## src/rtl/vector_cordic_arbiter_if.sv

```systemverilog
// -----------------------------------------------------------------------------
// vector_cordic_arbiter_if
// Bundles the requester, response and engine signals of the shared vectoring
// CORDIC arbiter.
//   req_valid/req_ready : per-requester job handshake (ready is one-hot)
//   req_x/req_y         : packed operands, requester i at [i*WordLength +: WordLength]
//   rsp_*               : single response port (valid/ready, id, magnitude, angle)
//   eng_*               : launch pulse, operands and results of the CORDIC engine
// Modports:
//   slave  : the arbiter's view
//   master : the environment's view (requesters, response sink, engine)
// -----------------------------------------------------------------------------
interface vector_cordic_arbiter_if #(
  parameter int NREQ       = 4,
  parameter int WordLength = 28
);
  logic [NREQ-1:0]            req_valid;
  logic [NREQ-1:0]            req_ready;
  logic [NREQ*WordLength-1:0] req_x;
  logic [NREQ*WordLength-1:0] req_y;
  logic                       rsp_valid;
  logic                       rsp_ready;
  logic [2:0]                 rsp_id;
  logic [WordLength-1:0]      rsp_mag;
  logic [WordLength-1:0]      rsp_theta;
  logic                       eng_start;
  logic [WordLength-1:0]      eng_x0;
  logic [WordLength-1:0]      eng_y0;
  logic [WordLength-1:0]      eng_xn;
  logic [WordLength-1:0]      eng_thetan;

  modport slave (
    input  req_valid, req_x, req_y, rsp_ready, eng_xn, eng_thetan,
    output req_ready, rsp_valid, rsp_id, rsp_mag, rsp_theta,
           eng_start, eng_x0, eng_y0
  );

  modport master (
    output req_valid, req_x, req_y, rsp_ready, eng_xn, eng_thetan,
    input  req_ready, rsp_valid, rsp_id, rsp_mag, rsp_theta,
           eng_start, eng_x0, eng_y0
  );
endinterface

```

## src/rtl/vector_cordic_arbiter.sv

```systemverilog
// -----------------------------------------------------------------------------
// vector_cordic_arbiter
// Shares one iterative vectoring CORDIC engine between NREQ requesters.
// Round-robin grant in IDLE, folds left-half-plane vectors into the engine's
// convergence range, waits the fixed engine latency, applies the +/-pi
// quadrant correction and returns magnitude, angle and requester id.
// Ports:
//   clock  : system clock, rising edge
//   Areset : asynchronous active-low reset
//   busy   : high in every state except IDLE
//   bus    : vector_cordic_arbiter_if.slave (request, response, engine signals)
// -----------------------------------------------------------------------------
module vector_cordic_arbiter #(
  parameter int                    NREQ       = 4,
  parameter int                    WordLength = 28,
  parameter int                    CORDIC_LAT = 34,
  parameter logic [WordLength-1:0] PI_Q       = 28'd51472
) (
  input  logic                   clock,
  input  logic                   Areset,
  output logic                   busy,
  vector_cordic_arbiter_if.slave bus
);

  localparam int IDXW  = (NREQ > 1) ? $clog2(NREQ) : 1;
  localparam int IDXW1 = IDXW + 1;
  localparam int CNTW  = (CORDIC_LAT > 1) ? $clog2(CORDIC_LAT) : 1;

  localparam logic [IDXW:0]   NREQ_W   = IDXW1'(NREQ);
  localparam logic [IDXW-1:0] IDX_LAST = IDXW'(NREQ - 1);
  localparam logic [IDXW-1:0] IDX_ONE  = IDXW'(1);
  localparam logic [CNTW-1:0] CNT_LOAD = CNTW'(CORDIC_LAT - 1);
  localparam logic [CNTW-1:0] CNT_ZERO = CNTW'(0);
  localparam logic [CNTW-1:0] CNT_ONE  = CNTW'(1);

  typedef enum logic [1:0] {
    S_IDLE   = 2'd0,
    S_LAUNCH = 2'd1,
    S_WAIT   = 2'd2,
    S_RESP   = 2'd3
  } state_t;

  state_t                state_r;
  logic [IDXW-1:0]       rr_ptr_r;
  logic [IDXW-1:0]       id_r;
  logic                  neg_r;
  logic                  ysgn_r;
  logic [CNTW-1:0]       wait_cnt_r;
  logic                  busy_r;
  logic                  eng_start_r;
  logic [WordLength-1:0] eng_x0_r;
  logic [WordLength-1:0] eng_y0_r;
  logic                  rsp_valid_r;
  logic [WordLength-1:0] rsp_mag_r;
  logic [WordLength-1:0] rsp_theta_r;

  logic                  grant_hit_s;
  logic [IDXW-1:0]       grant_idx_s;
  logic [IDXW:0]         cand_s;
  logic [NREQ-1:0]       ready_s;
  logic [WordLength-1:0] sel_x_s;
  logic [WordLength-1:0] sel_y_s;
  logic                  neg_s;
  logic [WordLength-1:0] fold_x_s;
  logic [WordLength-1:0] fold_y_s;
  logic [WordLength-1:0] theta_fix_s;

  // Round-robin search: first valid requester at or above rr_ptr_r, with wrap.
  always_comb begin
    grant_hit_s = 1'b0;
    grant_idx_s = '0;
    cand_s      = '0;
    for (int k = 0; k < NREQ; k++) begin
      cand_s = {1'b0, rr_ptr_r} + IDXW1'(k);
      if (cand_s >= NREQ_W) begin
        cand_s = cand_s - NREQ_W;
      end else begin
        cand_s = cand_s;
      end
      if (!grant_hit_s && bus.req_valid[cand_s[IDXW-1:0]]) begin
        grant_hit_s = 1'b1;
        grant_idx_s = cand_s[IDXW-1:0];
      end else begin
        grant_hit_s = grant_hit_s;
      end
    end
  end

  // One-hot accept strobe, only in IDLE; gated by reset so it reads 0 while held.
  always_comb begin
    ready_s = '0;
    if (Areset && (state_r == S_IDLE) && grant_hit_s) begin
      ready_s[grant_idx_s] = 1'b1;
    end else begin
      ready_s = '0;
    end
  end

  // Operand mux for the granted requester.
  always_comb begin
    sel_x_s = '0;
    sel_y_s = '0;
    for (int k = 0; k < NREQ; k++) begin
      if (grant_idx_s == IDXW'(k)) begin
        sel_x_s = bus.req_x[k*WordLength +: WordLength];
        sel_y_s = bus.req_y[k*WordLength +: WordLength];
      end else begin
        sel_x_s = sel_x_s;
        sel_y_s = sel_y_s;
      end
    end
  end

  // Left-half-plane fold: rotating by pi (negating both) puts x in the engine's range.
  always_comb begin
    neg_s = sel_x_s[WordLength-1];
    if (neg_s) begin
      fold_x_s = -sel_x_s;
      fold_y_s = -sel_y_s;
    end else begin
      fold_x_s = sel_x_s;
      fold_y_s = sel_y_s;
    end
  end

  // Undo the fold on the angle: the sign of the original y picks +pi or -pi,
  // which keeps the result inside (-pi, pi].
  always_comb begin
    if (!neg_r) begin
      theta_fix_s = bus.eng_thetan;
    end else if (ysgn_r) begin
      theta_fix_s = bus.eng_thetan - PI_Q;
    end else begin
      theta_fix_s = bus.eng_thetan + PI_Q;
    end
  end

  // Job sequencer: accept, launch, wait engine latency, hold response until taken.
  always_ff @(posedge clock or negedge Areset) begin
    if (!Areset) begin
      state_r     <= S_IDLE;
      rr_ptr_r    <= '0;
      id_r        <= '0;
      neg_r       <= 1'b0;
      ysgn_r      <= 1'b0;
      wait_cnt_r  <= '0;
      busy_r      <= 1'b0;
      eng_start_r <= 1'b0;
      eng_x0_r    <= '0;
      eng_y0_r    <= '0;
      rsp_valid_r <= 1'b0;
      rsp_mag_r   <= '0;
      rsp_theta_r <= '0;
    end else begin
      case (state_r)
        S_IDLE: begin
          if (grant_hit_s) begin
            id_r        <= grant_idx_s;
            neg_r       <= neg_s;
            ysgn_r      <= sel_y_s[WordLength-1];
            eng_x0_r    <= fold_x_s;
            eng_y0_r    <= fold_y_s;
            eng_start_r <= 1'b1;
            busy_r      <= 1'b1;
            state_r     <= S_LAUNCH;
          end else begin
            state_r <= S_IDLE;
          end
        end
        S_LAUNCH: begin
          eng_start_r <= 1'b0;
          wait_cnt_r  <= CNT_LOAD;
          state_r     <= S_WAIT;
        end
        S_WAIT: begin
          if (wait_cnt_r == CNT_ZERO) begin
            rsp_mag_r   <= bus.eng_xn;
            rsp_theta_r <= theta_fix_s;
            rsp_valid_r <= 1'b1;
            state_r     <= S_RESP;
          end else begin
            wait_cnt_r <= wait_cnt_r - CNT_ONE;
          end
        end
        S_RESP: begin
          if (bus.rsp_ready) begin
            rsp_valid_r <= 1'b0;
            busy_r      <= 1'b0;
            state_r     <= S_IDLE;
            if (id_r == IDX_LAST) begin
              rr_ptr_r <= '0;
            end else begin
              rr_ptr_r <= id_r + IDX_ONE;
            end
          end else begin
            state_r <= S_RESP;
          end
        end
        default: begin
          state_r     <= S_IDLE;
          busy_r      <= 1'b0;
          eng_start_r <= 1'b0;
          rsp_valid_r <= 1'b0;
        end
      endcase
    end
  end

  assign busy          = busy_r;
  assign bus.req_ready = ready_s;
  assign bus.eng_start = eng_start_r;
  assign bus.eng_x0    = eng_x0_r;
  assign bus.eng_y0    = eng_y0_r;
  assign bus.rsp_valid = rsp_valid_r;
  assign bus.rsp_id    = 3'(id_r);
  assign bus.rsp_mag   = rsp_mag_r;
  assign bus.rsp_theta = rsp_theta_r;

endmodule

```

## src/flat_wrapper.sv

```systemverilog
// flat-port wrapper written by rule: the top's interface ports become plain ports
module vector_cordic_arbiter_flat 
#(
  parameter int                    NREQ       = 4,
  parameter int                    WordLength = 28,
  parameter int                    CORDIC_LAT = 34,
  parameter logic [WordLength-1:0] PI_Q       = 28'd51472
)
  (clock, Areset, busy, bus_req_valid, bus_req_x, bus_req_y, bus_rsp_ready, bus_eng_xn, bus_eng_thetan, bus_req_ready, bus_rsp_valid, bus_rsp_id, bus_rsp_mag, bus_rsp_theta, bus_eng_start, bus_eng_x0, bus_eng_y0);
  vector_cordic_arbiter_if #(.NREQ(NREQ), .WordLength(WordLength)) bus_i ();
  input  logic clock;
  input  logic Areset;
  output logic busy;
  input wire logic [$bits(bus_i.req_valid)-1:0] bus_req_valid;
  input wire logic [$bits(bus_i.req_x)-1:0] bus_req_x;
  input wire logic [$bits(bus_i.req_y)-1:0] bus_req_y;
  input wire logic [$bits(bus_i.rsp_ready)-1:0] bus_rsp_ready;
  input wire logic [$bits(bus_i.eng_xn)-1:0] bus_eng_xn;
  input wire logic [$bits(bus_i.eng_thetan)-1:0] bus_eng_thetan;
  output wire logic [$bits(bus_i.req_ready)-1:0] bus_req_ready;
  output wire logic [$bits(bus_i.rsp_valid)-1:0] bus_rsp_valid;
  output wire logic [$bits(bus_i.rsp_id)-1:0] bus_rsp_id;
  output wire logic [$bits(bus_i.rsp_mag)-1:0] bus_rsp_mag;
  output wire logic [$bits(bus_i.rsp_theta)-1:0] bus_rsp_theta;
  output wire logic [$bits(bus_i.eng_start)-1:0] bus_eng_start;
  output wire logic [$bits(bus_i.eng_x0)-1:0] bus_eng_x0;
  output wire logic [$bits(bus_i.eng_y0)-1:0] bus_eng_y0;
  assign bus_i.req_valid = bus_req_valid;
  assign bus_i.req_x = bus_req_x;
  assign bus_i.req_y = bus_req_y;
  assign bus_i.rsp_ready = bus_rsp_ready;
  assign bus_i.eng_xn = bus_eng_xn;
  assign bus_i.eng_thetan = bus_eng_thetan;
  assign bus_req_ready = bus_i.req_ready;
  assign bus_rsp_valid = bus_i.rsp_valid;
  assign bus_rsp_id = bus_i.rsp_id;
  assign bus_rsp_mag = bus_i.rsp_mag;
  assign bus_rsp_theta = bus_i.rsp_theta;
  assign bus_eng_start = bus_i.eng_start;
  assign bus_eng_x0 = bus_i.eng_x0;
  assign bus_eng_y0 = bus_i.eng_y0;
  vector_cordic_arbiter #(.NREQ(NREQ), .WordLength(WordLength), .CORDIC_LAT(CORDIC_LAT), .PI_Q(PI_Q)) u_core (.clock(clock), .Areset(Areset), .busy(busy), .bus(bus_i));
endmodule
```

## config.mk

```make
export PLATFORM = sky130hd
export DESIGN_NAME = vector_cordic_arbiter_flat
export DESIGN_NICKNAME = d
export VERILOG_FILES = /design/src/rtl/vector_cordic_arbiter_if.sv /design/src/rtl/vector_cordic_arbiter.sv /design/src/flat_wrapper.sv
export SDC_FILE = /design/constraint.sdc
export NUM_CORES = 1
export LEC_CHECK = 0
export ABC_AREA = 1
export CORE_ASPECT_RATIO = 1.1
export CORE_MARGIN = 10
export CORE_UTILIZATION = 44
export DETAILED_ROUTE_END_ITERATION = 12
export GPL_TIMING_DRIVEN = 0
export PLACE_DENSITY_LB_ADDON = 0.1
export SKIP_LAST_GASP = 1
export SYNTH_ARGS = -nofsm -noshare
export SYNTH_HDL_FRONTEND = slang
export SYNTH_SLANG_ARGS = --single-unit
```

## constraint.sdc

```tcl
create_clock -name clock -period 4.1 [get_ports clock]
set_input_delay 0.41 -clock clock [delete_from_list [all_inputs] [get_ports clock]]
set_output_delay 0.41 -clock clock [all_outputs]
set_load 0.05 [all_outputs]
```

==> impl_results.md <==
* Highest-count cells in the layout ignoring fill and taps: nand2_1 (571), clkdlybuf4s50_1 (406), nand3_1 (158)
* Fraction of the cycle the final worst path needs at 0.929
* Detail-routed via count per cell at 5.37
* Sum of overflow across all layers after global routing at 0
* Number of synthesis warnings at 0
* Commonest non-fill, non-tap cell in the layout: nand2_1
* Initial Utilization at 0.449
* Number of buffer cells added on primary ports at 407
* Number of max-cap violations at 0
* Transition time of the tightest slew-check pin at 695 ps
* Type of origin of the critical path: flip-flop
* Pin count of the biggest net entering global routing at 71
* Number of flops mapped to enable cells by yosys at 0
* Crit. End Element: output port
* Top-level port count at 409
* Critical path destination: bus_req_ready[1]
* Clk Latency, worst-skew pair at 430 ps
* Headroom to the max-slew limit at 0.536
* Final instance area at 15100 µm²
* Routed wire per std cell at 20.0 µm
* Share of final-layout standard cells stronger than drive strength 1 at 0.0761
* First-pass iteration count of the detailed router at 5
* Area of the mapped netlist at 10000 µm²
* Die area at 29200 µm²
* Max Clock Skew at 7.86 ps
* Sequential share of the synthesized area at 0.323
* Fill cell count at 2030
* Final Setup Violations at 0
* Final Core Density at 0.679
* Async set or reset register ratio after synthesis at 1.00
* Type of the worst setup path: reg2out
* Global-route wire length before repair at 67700 µm
* Core region area at 22300 µm²
* Number of global-route vias before repair at 12300
* Number of distinct library cell variants in the gate-level netlist after synthesis at 53
* Sum Neg Setup Slack at 0 ps
* Die Ht at 178 µm
* HPWL after detailed placement at 36900 µm
* Number of cell rows at 57
* Arrival time reported for the critical path endpoint at 3400 ps
* Horizontal die dimension at 164 µm
* Max Clk Rate at 263 MHz
* Global-route usage over all layers at 0.299
* Post-layout net count at 2259
* Clk pin slew, worst setup/hold paths at 60 ps
* Detailed-route via count at 12100
* Routability-driven placement congestion ratio at 0.996
* Count of buffers added by post-CTS timing repair for setup at 0
* Layout overhead on the synthesized area at 51.1%
* Initial antenna violation count at 4
* Pins Over Slew Limit at 0
* End of the worst register-to-register path: u_core.bus.rsp_theta[22]
* Cell taking the most area after synthesis: dfrtp_1
* Worst Setup SP: u_core.rr_ptr_r[0]
* Violation count after the first detailed-routing iteration at 894
* Final worst path period need at 3810 ps
* Instance area at placement at 14500 µm²
* Master cell of the clock root buffer: clkbuf_16
* Met2 Resource Use GR at 0.543
* Reg-to-reg startpoint: u_core.ysgn_r
* RSZ-0062 raised after global routing: no
* Most Crowded Layer GR: met2
* Hold violation count in the final report at 0
* Main synth FF type: dfrtp_1
* Largest cells by area after synthesis: dfrtp_1 (32%), nand2_1 (21%), nand3_1 (7.9%)
* Number of storage elements in the synthesis netlist at 129
* Number of clock buffers inserted by TritonCTS at 17
* Worst Hold Class: reg2reg
* M1 GR Usage at 0.316
* Number of cells produced by synthesis at 1517
* Worst reg-to-reg setup slack at 400 ps
* Clock tree from TritonCTS: built
* Share of Yosys cell area claimed by the top area cell type at 0.323
* Data required time at the worst endpoint at 3690 ps
* Largest buffer count on any clock path at 2
* M3 GR Usage at 0.0874
* Wire length after detailed routing at 45100 µm
* Cell count of the worst reg-to-reg path at 17
* Mean instance size in the synthesized netlist at 6.59 µm²
* Clock sinks at 129
* H-tree Lvls at 4
* Antenna Nets Post-Route at 0
* Number of antenna diodes at 0
* DRC errors left at 0
* Result of the run: finished, final reports clean
* Post-Syn Nets at 1831
* Maximum fanout count along the critical path at 9
## through the flow
step	hold slack [ps]	worst slack, ps	instances
floorplan	114	1090	1517
CTS	474	122	2253
finish	469	291	2253
global placement	453	-3830	2219
detailed placement	419	145	2220
global route	492	132	2253
## flip-flops by register name, summed over array words and instances (netlist names), 2 cells and up
name and flops:
u_core.rr_ptr_r 2, u_core.bus.rsp_mag 28, u_core.wait_cnt_r 6, u_core.id_r 2, u_core.state_r 2, u_core.bus.eng_x0 28, u_core.bus.eng_y0 28, u_core.bus.rsp_theta 28
## synth_stat cells, types with 7 or more instances
cell      count
nand2_1     571
nand3_1     158
dfrtp_1     129
nor2_1      123
inv_1       100
o21ai_0      69
a21oi_1      52
nand4_1      42
clkbuf_1     26
ha_1         26
nor2_2       23
xor2_1       22
buf_2        16
nand2_2      14
xnor2_1      12
buf_6        11
nor3_1       11
o211ai_1     11
o21ai_1      10
nand3_2       8
nor2_4        7
## critical path, cell delays in order (launching register included)
cell and delay [ps]:
dfrtp_1 430, inv_2 140, nand2_1 120, nand3_2 110, nand2_2 90, nor2_4 130
nand2_1 60, o21ai_0 150, inv_1 60, nand2_1 200, clkinv_1 350, nand2_1 310
nor3_1 90, clkdlybuf4s50_1 720
## kinds of logic (layout without fill, tap and decap cells)
group,after synthesis,in the layout,share of synthesized area
compound gates,171,171,0.0976
xor+xnor,34,34,0.0298
fa+ha+maj,27,27,0.0345
buf+inv,170,611,0.0768
flops,129,129,0.323
other cells,1,1,0.000375
simple gates,985,985,0.438
## final cells by class
class | instances | area [µm²] | share of cell area
multi-input cells | 1218 | 6000 | 0.397
repair buffers | 409 | 4110 | 0.272
flip-flops and latches | 129 | 3230 | 0.214
clock buffers | 17 | 425 | 0.0282
inverters | 107 | 407 | 0.0269
well taps | 295 | 369 | 0.0244
plain buffers | 63 | 362 | 0.0239
clock inverters | 15 | 198 | 0.0131
## routing by layer
metal | part of all wire | wire length [µm]
met1 | 0.36 | 16500
met4 | 0.040 | 1820
met5 | 0.00086 | 39
met2 | 0.51 | 23000
met3 | 0.085 | 3840
## repair_timing
item	CTS	global route
endpoints found under the setup margin	0	2
hold buffers	1	0
gates resized for setup	0	1
endpoints found under the hold margin	60	0
## how the worst min path moves through the flow
stage / cells past startpoint / end / start / slack (ps)
CTS: 2 / u_core.bus.rsp_mag[10] / u_core.bus.rsp_mag[10] / 470
global route: 2 / u_core.bus.rsp_mag[20] / u_core.bus.rsp_mag[20] / 490
detailed placement: 1 / u_core.bus.rsp_theta[27] / Areset / 420
global placement: 2 / u_core.bus.rsp_mag[4] / u_core.bus.rsp_mag[4] / 450
floorplan: 0 / u_core.bus.eng_start / Areset / 110
finish: 2 / u_core.bus.rsp_mag[25] / u_core.bus.rsp_mag[25] / 470
Power is left out: the tool's default activity adds up to more than one toggle a clock period on the data nets, which glitch-free logic cannot reach.
